<file path="config.mk">
export PLATFORM = sky130hd
export DESIGN_NAME = uart_rx_byte
export DESIGN_NICKNAME = d
export VERILOG_FILES = /design/src/rtl/uart_pkg.sv /design/src/rtl/sync_2ff.sv /design/src/rtl/uart_rx_byte.sv
export SDC_FILE = /design/constraint.sdc
export NUM_CORES = 1
export LEC_CHECK = 0
export BUFFER_PORTS_ARGS = -buffer_cell sky130_fd_sc_hd__buf_2
export CELL_PAD_IN_SITES_DETAIL_PLACEMENT = 1
export CELL_PAD_IN_SITES_GLOBAL_PLACEMENT = 2
export CORE_MARGIN = 3
export CORE_UTILIZATION = 33
export DETAILED_ROUTE_END_ITERATION = 10
export GPL_ROUTABILITY_DRIVEN = 0
export PLACE_DENSITY_LB_ADDON = 0.1
export SETUP_SLACK_MARGIN = 0.3
export SLEW_MARGIN = 20
export SYNTH_ARGS = -nofsm -noshare
export SYNTH_HDL_FRONTEND = slang
export SYNTH_SLANG_ARGS = --single-unit
export TNS_END_PERCENT = 50
</file>
<file path="constraint.sdc">
create_clock -name clk_50M -period 1.4 [get_ports clk_50M]
set_input_delay 0.07 -clock clk_50M [delete_from_list [all_inputs] [get_ports clk_50M]]
set_output_delay 0.07 -clock clk_50M [all_outputs]
set_load 0.005 [all_outputs]
</file>
<file path="src/rtl/uart_pkg.sv">
// uart_pkg
//   Shared definitions for the UART receive path: receiver state encoding,
//   default clock / line-rate parameters and the message terminator byte
//   recognised by the downstream parser.
package uart_pkg;

    localparam int unsigned DEF_CLK_FREQ = 50_000_000;
    localparam int unsigned DEF_BAUD     = 115_200;

    // '#' closes a message in the parser downstream of the receiver.
    localparam logic [7:0] MSG_TERM = 8'h23;

    typedef enum logic [2:0] {
        IDLE      = 3'd0,
        START     = 3'd1,
        DATA      = 3'd2,
        STOP      = 3'd3,
        WAIT_IDLE = 3'd4
    } rx_state_t;

endpackage : uart_pkg

</file>
<file path="src/rtl/sync_2ff.sv">
// sync_2ff
//   Two-flop synchronizer for a single asynchronous level. Both flops
//   reset to 1 so an idle-high serial line does not look like a start bit
//   when reset is released.
// Ports
//   clk    in  1  destination clock
//   reset  in  1  synchronous, active-high reset
//   d      in  1  asynchronous input
//   q      out 1  synchronized output
module sync_2ff (
    input  logic clk,
    input  logic reset,
    input  logic d,
    output logic q
);

    logic meta;

    always_ff @(posedge clk) begin
        if (reset) begin
            meta <= 1'b1;
            q    <= 1'b1;
        end else begin
            meta <= d;
            q    <= meta;
        end
    end

endmodule : sync_2ff

</file>
<file path="src/rtl/uart_rx_byte.sv">
// uart_rx_byte
//   8N1 UART byte receiver. The serial line is synchronized, the start bit
//   is qualified at its mid-point and every following bit is sampled one
//   bit period later, so all samples land mid-bit. Good bytes are shown on
//   rx_msg with a one-cycle rx_complete strobe; a low stop bit gives a
//   one-cycle frame_error strobe and the byte is dropped.
// Ports
//   clk_50M      in  1  system clock
//   reset        in  1  synchronous, active-high reset
//   rx           in  1  asynchronous serial line, idles high
//   rx_msg       out 8  last good byte received (held between strobes)
//   rx_complete  out 1  one-cycle strobe, rx_msg valid in the same cycle
//   frame_error  out 1  one-cycle strobe, stop bit sampled low
//   rx_busy      out 1  high while a frame is being received
//
// state      | meaning
// -----------+-----------------------------------------------------------
// IDLE       | line idle, waiting for rx_s to go low
// START      | half-bit wait, then re-check start bit (filters glitches)
// DATA       | sample 8 data bits LSB first, one bit period apart
// STOP       | sample stop bit; high -> deliver byte, low -> frame error
// WAIT_IDLE  | after a frame error, wait for the line to return high
import uart_pkg::*;

module uart_rx_byte #(
    parameter int unsigned CLK_FREQ = DEF_CLK_FREQ,
    parameter int unsigned BAUD     = DEF_BAUD
) (
    input  logic       clk_50M,
    input  logic       reset,
    input  logic       rx,
    output logic [7:0] rx_msg,
    output logic       rx_complete,
    output logic       frame_error,
    output logic       rx_busy
);

    localparam int unsigned CLKS_PER_BIT = CLK_FREQ / BAUD;
    localparam int unsigned HALF_BIT     = CLKS_PER_BIT / 2;
    localparam int unsigned CNT_W        = $clog2(CLKS_PER_BIT);

    localparam logic [CNT_W-1:0] CNT_BIT_END  = CNT_W'(CLKS_PER_BIT - 1);
    localparam logic [CNT_W-1:0] CNT_HALF_END = CNT_W'(HALF_BIT - 1);

    logic rx_s;

    rx_state_t        state, state_next;
    logic [CNT_W-1:0] cnt, cnt_next;
    logic [2:0]       bit_idx, bit_idx_next;
    logic [7:0]       shreg, shreg_next;
    logic [7:0]       msg_next;
    logic             complete_next, ferr_next, busy_next;

    sync_2ff u_sync (
        .clk   (clk_50M),
        .reset (reset),
        .d     (rx),
        .q     (rx_s)
    );

    always_ff @(posedge clk_50M) begin
        if (reset) begin
            state       <= IDLE;
            cnt         <= '0;
            bit_idx     <= '0;
            shreg       <= '0;
            rx_msg      <= '0;
            rx_complete <= 1'b0;
            frame_error <= 1'b0;
            rx_busy     <= 1'b0;
        end else begin
            state       <= state_next;
            cnt         <= cnt_next;
            bit_idx     <= bit_idx_next;
            shreg       <= shreg_next;
            rx_msg      <= msg_next;
            rx_complete <= complete_next;
            frame_error <= ferr_next;
            rx_busy     <= busy_next;
        end
    end

    always_comb begin
        state_next    = state;
        cnt_next      = cnt + CNT_W'(1);
        bit_idx_next  = bit_idx;
        shreg_next    = shreg;
        msg_next      = rx_msg;
        complete_next = 1'b0;
        ferr_next     = 1'b0;

        case (state)
            IDLE: begin
                cnt_next = '0;
                if (!rx_s) begin
                    state_next = START;
                end
            end

            START: begin
                if (cnt == CNT_HALF_END) begin
                    cnt_next = '0;
                    if (!rx_s) begin
                        state_next   = DATA;
                        bit_idx_next = '0;
                    end else begin
                        state_next = IDLE;
                    end
                end
            end

            DATA: begin
                // The counter wraps per bit without a state change; only
                // the last bit moves the FSM on.
                if (cnt == CNT_BIT_END) begin
                    cnt_next     = '0;
                    shreg_next   = {rx_s, shreg[7:1]};
                    bit_idx_next = bit_idx + 3'd1;
                    if (bit_idx == 3'd7) begin
                        state_next = STOP;
                    end
                end
            end

            STOP: begin
                // Leaving at mid-stop-bit lets the next start edge be seen
                // even when frames are sent with no idle gap.
                if (cnt == CNT_BIT_END) begin
                    cnt_next = '0;
                    if (rx_s) begin
                        msg_next      = shreg;
                        complete_next = 1'b1;
                        state_next    = IDLE;
                    end else begin
                        ferr_next  = 1'b1;
                        state_next = WAIT_IDLE;
                    end
                end
            end

            WAIT_IDLE: begin
                cnt_next = '0;
                if (rx_s) begin
                    state_next = IDLE;
                end
            end

            default: begin
                cnt_next   = '0;
                state_next = IDLE;
            end
        endcase

        busy_next = (state_next == START) || (state_next == DATA) ||
                    (state_next == STOP);
    end

endmodule : uart_rx_byte

</file>
==> results of run 1 <==
[sequential cells by signal, summed over array words and instances (netlist names), 3 cells and up]
| signal | count |
|---|---|
| rx_msg | 8 |
| state | 3 |
| bit_idx | 3 |
| cnt | 9 |
| shreg | 8 |
[how the worst min path moves through the flow]
stage | from | end | slack, ns | cells past startpoint
2_1_floorplan | rx | u_sync.meta$_SDFF_PP1_ | 0.17 | 1
3_5_place_dp | rx | u_sync.meta$_SDFF_PP1_ | 0.26 | 2
6_report | reset | rx_msg[0]$_SDFFE_PP0P_ | 0.11 | 2
3_3_place_gp | rx | u_sync.meta$_SDFF_PP1_ | 0.25 | 2
5_1_grt | reset | rx_complete$_SDFF_PP0_ | 0.14 | 2
4_1_cts | reset | rx_msg[0]$_SDFFE_PP0P_ | 0.09 | 2
[routing by layer]
metal	track usage	routed length, µm	up-vias
met4	0.05336	23	0
met3	0.03605	94	2
met5	0	0	-
li1	-	-	631
met2	0.2437	1843	14
met1	0.1907	1678	601
[worst max-delay path: cells and delay by family (launching register included)]
kind | cells | cell delay (ns)
AND/OR/NAND/NOR | 3 | 0.66
flip-flops | 1 | 0.33
buffers and inverters | 1 | 0.06
multiplexers | 1 | 0.24
adder cells (fa/ha/maj) | 1 | 0.14
[through the flow]
| step | hold slack, ns | instances |
|---|---|---|
| 2_1_floorplan | 0.1738 | 158 |
| 3_3_place_gp | 0.2548 | 238 |
| 3_5_place_dp | 0.2601 | 238 |
| 4_1_cts | 0.09356 | 251 |
| 5_1_grt | 0.1368 | 253 |
| 6_report | 0.1145 | 253 |
[Yosys cell counts, types with 2 or more instances]
cell / instances
and4b_1: 3
nand3b_1: 3
a2bb2oi_1: 2
xor2_1: 2
or2_2: 2
nor2_1: 31
clkbuf_1: 3
buf_4: 2
a21boi_1: 2
nand2b_1: 4
and3_1: 2
xnor2_1: 5
inv_1: 4
nor2b_1: 4
mux2i_1: 19
nor3_1: 4
ha_1: 5
nand3_1: 5
nand2_1: 3
a21oi_1: 2
dfxtp_1: 36
[power groups by stage]
stage | Sequential, mW | Clock, mW | Combinational (mW)
2_1_floorplan | 1.06 | 0 | 0.0321
3_3_place_gp | 1.06 | 0 | 0.0519
3_5_place_dp | 1.06 | 0 | 0.0536
4_1_cts | 1.03 | 0.754 | 0.0592
5_1_grt | 1.03 | 0.816 | 0.0664
6_report | 1.03 | 0.723 | 0.0597
[what timing repair did]
| action | CTS | global route |
|---|---|---|
| cloned | 2 | 0 |
| gates resized for setup | 20 | 16 |
| setup buffers | 2 | 2 |
| pin swaps | 10 | 10 |
| endpoints found under the hold margin | 1 | 0 |
| setup endpoints to repair | 34 | 34 |
| hold buffers | 1 | 0 |
[cell families after synthesis]
family	after synthesis	synth area share
buffers and inverters	11	0.03659
adders and majority gates	5	0.03978
xor gates and xnor gates	7	0.03898
muxes	19	0.1209
DFF	36	0.4582
and+or+nand+nor	70	0.2506
AOI/OAI and AO/OA	10	0.05489
[layout make-up]
cell class,count,area [µm²]
Fill cell,515,2351
Multi-Input combinational cell,112,927.1
Sequential cell,36,726.9
Timing Repair Buffer,41,301.5
Clock buffer,5,68.82
Tap cell,52,65.06
Clock inverter,3,18.77
Inverter,4,15.01
[cell usage in the layout, fill, tap and decap left out, types with 2 or more instances in the layout]
master	netlist	routed
and4bb_4	0	2
or2_2	2	2
clkbuf_8	0	5
nor2_2	0	4
buf_2	1	13
nor3_1	4	2
nor2b_1	4	3
nand3b_1	3	3
clkinv_2	0	2
xnor2_1	5	4
nand3_4	0	2
nor2_4	0	3
dfxtp_1	36	31
and4b_1	3	2
nand2b_1	4	4
nand2_1	3	3
xor2_1	2	2
ha_1	5	3
dfxtp_2	0	5
mux2i_1	19	18
nor2_1	31	24
buf_4	2	23
and3_4	0	2
a21oi_1	2	2
nor3_2	0	2
inv_1	4	3
buf_6	1	3
a2bb2oi_1	2	2
nand3_1	5	4
==> flow_summary.yaml, run 1 <==
outcome:
  status: "finished, violations left"
  violations: "setup timing"
global_routing:
  grt_max_degree: 18
  grt_pass1_wl_um: 6244
  grt_pass1_vias: 1288
  antenna_found_initial: 0
  grtUsageTotal: 0.1489
  grt-ovfl-total: 0
clocking:
  clkSinkCount: 36
  numCtsBuffers: 5
  clk_pin_slew_ns: 0.08
  root_buffer: "clkbuf_8"
  cts_tree: "yes"
  cts_max_path_buffers: 2
  htree_levels: 2
  clk_latency_ns: 0.28
place:
  post-place-ws_ns: -0.1790
  place_area_um2: 1846
  hpwl_um: 2625
  portBuffers: 13
synth:
  synth_top_area_frac: 0.4582
  synthFlopType: "dfxtp_1"
  seq_area_frac_synth: 0.4582
  ys.warnings.count: 0
  synth-edff-count: 0
  avgSynthCellArea_um2: 9.954
  synthesis.area_um2: 1573
  syn-num-nets: 166
  async_flop_share: 0
  netlist-cell-type-count: 36
  synthCells: 158
  synth_area_leaders: "dfxtp_1 (46%), mux2i_1 (12%), nor2_1 (7.4%)"
  ys_ff_latch: 36
  synth_top_cell_by_area: "dfxtp_1"
routing:
  totalWireLength_um: 3639
  routed_via_density: 4.933
  drtAntennaViolNets: 0
  drtIter0Drc: 41
  num_vias: 1248
  route.detailed.wl_per_inst_um: 14.38
  first_pass_iters: 4
  route.detailed.drc: 0
timing:
  setup_tns_ns: -1.230
  rsz0062_at_grt: "true"
  hold_viol_final: 0
  period_minus_slack_ns: 1.526
  fin_ws_ns: -0.1255
  slew_violations: 0
  max_freq_mhz: 655.5
  maxSlewHeadroom: 0.7760
  setup_violations: 29
  fin_crit_sh: 1.090
  clock_skew_ns: 0.008086
  worst_slew_pin_slew_ns: 0.3345
worst_setup_path:
  critPathArrivalTime_ns: 1.70
  start_kind: "flip-flop"
  cpMaxStageDelayCell: "dfxtp_2"
  reg2reg_to: "rx_msg[2]$_SDFFE_PP0P_"
  crit_start: "cnt[1]$_SDFF_PP0_"
  r2r-start: "cnt[1]$_SDFF_PP0_"
  r2r_slack_ns: -0.13
  rr_worst_depth: 6
  max_stage_delay_ns: 0.33
  cp_data_required_time_ns: 1.58
  crit_chain: "inv_2, ha_1, and4bb_4, and3_4, mux2i_2, nor2_1"
  timing.critical_path.to: "rx_msg[2]$_SDFFE_PP0P_"
  critPathCaptureType: "flip-flop"
  setup.worst_path.class: "flip-flop to flip-flop"
  crit_fanout: 7
pwr:
  intPower_mw: 1.402
  leakage_nw: 0.8722
  p_seq_frac: 0.568
  vdd.ir_drop.worst_mv: 0.5234
  sw_frac_of_total: 0.2273
  pwr-share-clk: 0.399
  switching_power_uw: 412.6
  power.density_nw_per_um2: 854.7
  combPwrFrac: 0.033
  finalPower_mw: 1.815
floorplan:
  core_area_um2: 4474
  io_pins: 14
  die_area_um2: 5630
  row_count: 24
  die_x_um: 75.04
  initial_utilization: 0.3515
  fp.dieH_um: 75.04
finish:
  area_growth_syn_to_layout_pct: 35.00
  fin_area_um2: 2123
  drive_gt1_frac: 0.4179
  final_core_util: 0.4746
  num_antenna_cells: 0
  layout.nets: 208
min_path:
  hold_path_class: "primary input to flip-flop"
job:
  max-cap-violations: 0
No activity file was read; power rests on OpenSTA's default activity.
==> inputs of run 2 (changes only) <==
--- a/config.mk
+++ b/config.mk
@@ -5,14 +5,16 @@
 export SDC_FILE = /design/constraint.sdc
 export NUM_CORES = 1
 export LEC_CHECK = 0
+export ABC_AREA = 1
 export BUFFER_PORTS_ARGS = -buffer_cell sky130_fd_sc_hd__buf_2
 export CELL_PAD_IN_SITES_DETAIL_PLACEMENT = 1
 export CELL_PAD_IN_SITES_GLOBAL_PLACEMENT = 2
 export CORE_MARGIN = 3
-export CORE_UTILIZATION = 33
+export CORE_UTILIZATION = 30
 export DETAILED_ROUTE_END_ITERATION = 10
 export GPL_ROUTABILITY_DRIVEN = 0
 export PLACE_DENSITY_LB_ADDON = 0.1
+export RECOVER_POWER = 100
 export SETUP_SLACK_MARGIN = 0.3
 export SLEW_MARGIN = 20
 export SYNTH_ARGS = -nofsm -noshare
==> flow_summary.yaml, run 2 <==
outcome:
  status: "finished clean"
place:
  hpwl_um: 2705
  portBuffers: 13
  post-place-ws_ns: -0.05011
timing:
  clock_skew_ns: 0.009349
  rsz0062_at_grt: "true"
  maxSlewHeadroom: 0.6594
  fin_ws_ns: 0.1146
  period_minus_slack_ns: 1.285
  hold_viol_final: 0
  setup_violations: 0
  setup_tns_ns: 0
  max_freq_mhz: 778.0
  fin_crit_sh: 0.9181
  slew_violations: 0
  worst_slew_pin_slew_ns: 0.5103
finish:
  seqCellArea_um2: 729.5
  final_common_cell: "nand2_1"
  area_growth_syn_to_layout_pct: 28.66
  top_register: "cnt"
  num_antenna_cells: 0
  reg_top3: "cnt: 9 flops, rx_msg: 8 flops, shreg: 8 flops"
  drive_gt1_frac: 0.2953
  layout.nets: 261
  final_cell_mix: "nand2_1 (37), nor2_1 (36), inv_1 (31), dfxtp_1 (31)"
  fill_cells: 675
  largest_reg_flops: 9
  multi_input_area_um2: 887.1
worst_setup_path:
  cp_data_required_time_ns: 1.57
  r2r_slack_ns: 0.11
  max_stage_delay_ns: 0.34
  start_kind: "flip-flop"
  setup.worst_path.class: "flip-flop to flip-flop"
  crit_chain: "inv_2, ha_2, nand2_1, nor2_2, nand2_1, nand2_2, nand2_2, nand2_4, nor3_2"
  path_buf_inv: 1
  critPathArrivalTime_ns: 1.46
  cpMaxStageDelayCell: "dfxtp_2"
  cp_top_family: "simple AND/OR/NAND/NOR gates"
  crit_fanout: 5
  critPathCaptureType: "flip-flop"
floorplan:
  core_area_um2: 5205
  io_pins: 14
  die_x_um: 80.17
  fp.dieH_um: 80.17
  initial_utilization: 0.3171
  die_area_um2: 6427
  row_count: 26
routing:
  route.detailed.wl_per_inst_um: 11.73
  route.detailed.drc: 0
  totalWireLength_um: 3801
  routed_via_density: 4.293
  first_pass_iters: 4
  drtIter0Drc: 30
  num_vias: 1391
  drtAntennaViolNets: 0
clocking:
  cts_tree: "yes"
  numCtsBuffers: 5
  clk_pin_slew_ns: 0.08
  cts_max_path_buffers: 2
  clk_latency_ns: 0.29
  clkSinkCount: 36
  root_buffer: "clkbuf_8"
  htree_levels: 2
pwr:
  vdd.ir_drop.worst_mv: 0.3621
  power.density_nw_per_um2: 882.2
  finalPower_mw: 1.873
  leakage_nw: 0.9900
synth:
  synthesis.area_um2: 1650
  syn-num-nets: 231
  synth_area_leaders: "dfxtp_1 (44%), nand2_1 (10%), nor2_1 (9.1%)"
  avgSynthCellArea_um2: 7.401
  seq_area_frac_synth: 0.4367
  yosysMostFrequentCell: "nand2_1"
  netlist-cell-type-count: 24
  ys_ff_latch: 36
  ys.warnings.count: 0
  synthCells: 223
  synth-edff-count: 0
  synth_top_cell_by_area: "dfxtp_1"
  yosys-top-cells-count: "nand2_1 (45), nor2_1 (40), dfxtp_1 (36)"
  async_flop_share: 0
  synthFlopType: "dfxtp_1"
  synth_top_area_frac: 0.4367
global_routing:
  grt_max_degree: 18
  grt_pass1_vias: 1472
  grt_pass1_wl_um: 6713
  antenna_found_initial: 0
  grtUsageTotal: 0.1354
  grt-ovfl-total: 0
job:
  max-cap-violations: 0
min_path:
  hold_path_class: "primary input to flip-flop"
## run 2: cell types whose count changed after synthesis, sizes merged, moves of 3 or more
cell,before,now
nand2,3,49
inv,4,35
mux2i,19,0
nor2,31,44
a21oi,2,12
o21ai,2,10
nand2b,4,0
nand3,6,10
nor2b,4,0
xnor2,5,1
and4b,3,0
nand3b,3,0
## run 2: layer usage
metal / up-vias / GRT usage / wire length (µm)
met5: - / 0 / 0
met4: 0 / 0.05574 / 64
met3: 6 / 0.03139 / 105
met2: 12 / 0.2326 / 1888
met1: 633 / 0.1611 / 1743
li1: 740 / - / -
## run 2: final timing paths
kind | from | endpoint | cells past startpoint
max | cnt[1]$_SDFF_PP0_ | cnt[3]$_SDFF_PP0_ | 9
min | reset | state[0]$_SDFF_PP0_ | 2
max reg2reg | cnt[1]$_SDFF_PP0_ | cnt[3]$_SDFF_PP0_ | 9
min reg2reg | u_sync.meta$_SDFF_PP1_ | u_sync.q$_SDFF_PP1_ | 1
## run 2: layout make-up
cell class              count  area share
multi-input cells         147      0.4178
flip-flops and latches     36      0.3435
repair buffers             28     0.09134
inverters                  35     0.06187
well taps                  70     0.04125
clock buffers               7     0.04066
clock inverters             1    0.003536
## run 2: cell families after synthesis
family / count (synthesis) / share of synthesized area
and+or+nand+nor: 114 / 0.3230
buffers and inverters: 41 / 0.1092
DFF: 36 / 0.4367
AOI/OAI and AO/OA: 22 / 0.06672
xor gates and xnor gates: 5 / 0.02653
adders and majority gates: 5 / 0.03791
## run 2: worst reg2reg max path: cells and delay by family, from the launching register on
family	cells	cell delay, ns
buffers and inverters	1	0.08
DFF	1	0.34
adders and majority gates	1	0.17
and+or+nand+nor	7	0.59
## run 2: power by group
part,switching (mW),internal (mW)
registers,0.00683,1.03
logic,0.0404,0.0237
clock network,0.375,0.400
## run 2: per-stage QoR
stage	hold WS (ns)	util	cells	area, µm²
floorplan	0.1738	-	223	1690
global placement	0.2523	0.3615	310	1882
detailed placement	0.2597	0.3615	310	1882
CTS	0.05107	0.4055	324	2111
global route	0.06207	0.4079	324	2123
finish	0.05750	0.4079	324	2123
## run 2: what timing repair did
action	CTS	global route
cloned	1	0
setup endpoints to repair	34	34
gates resized for setup	24	17
pin swaps	12	1
endpoints found under the hold margin	1	0
hold buffers	1	0
buffers inserted	4	0
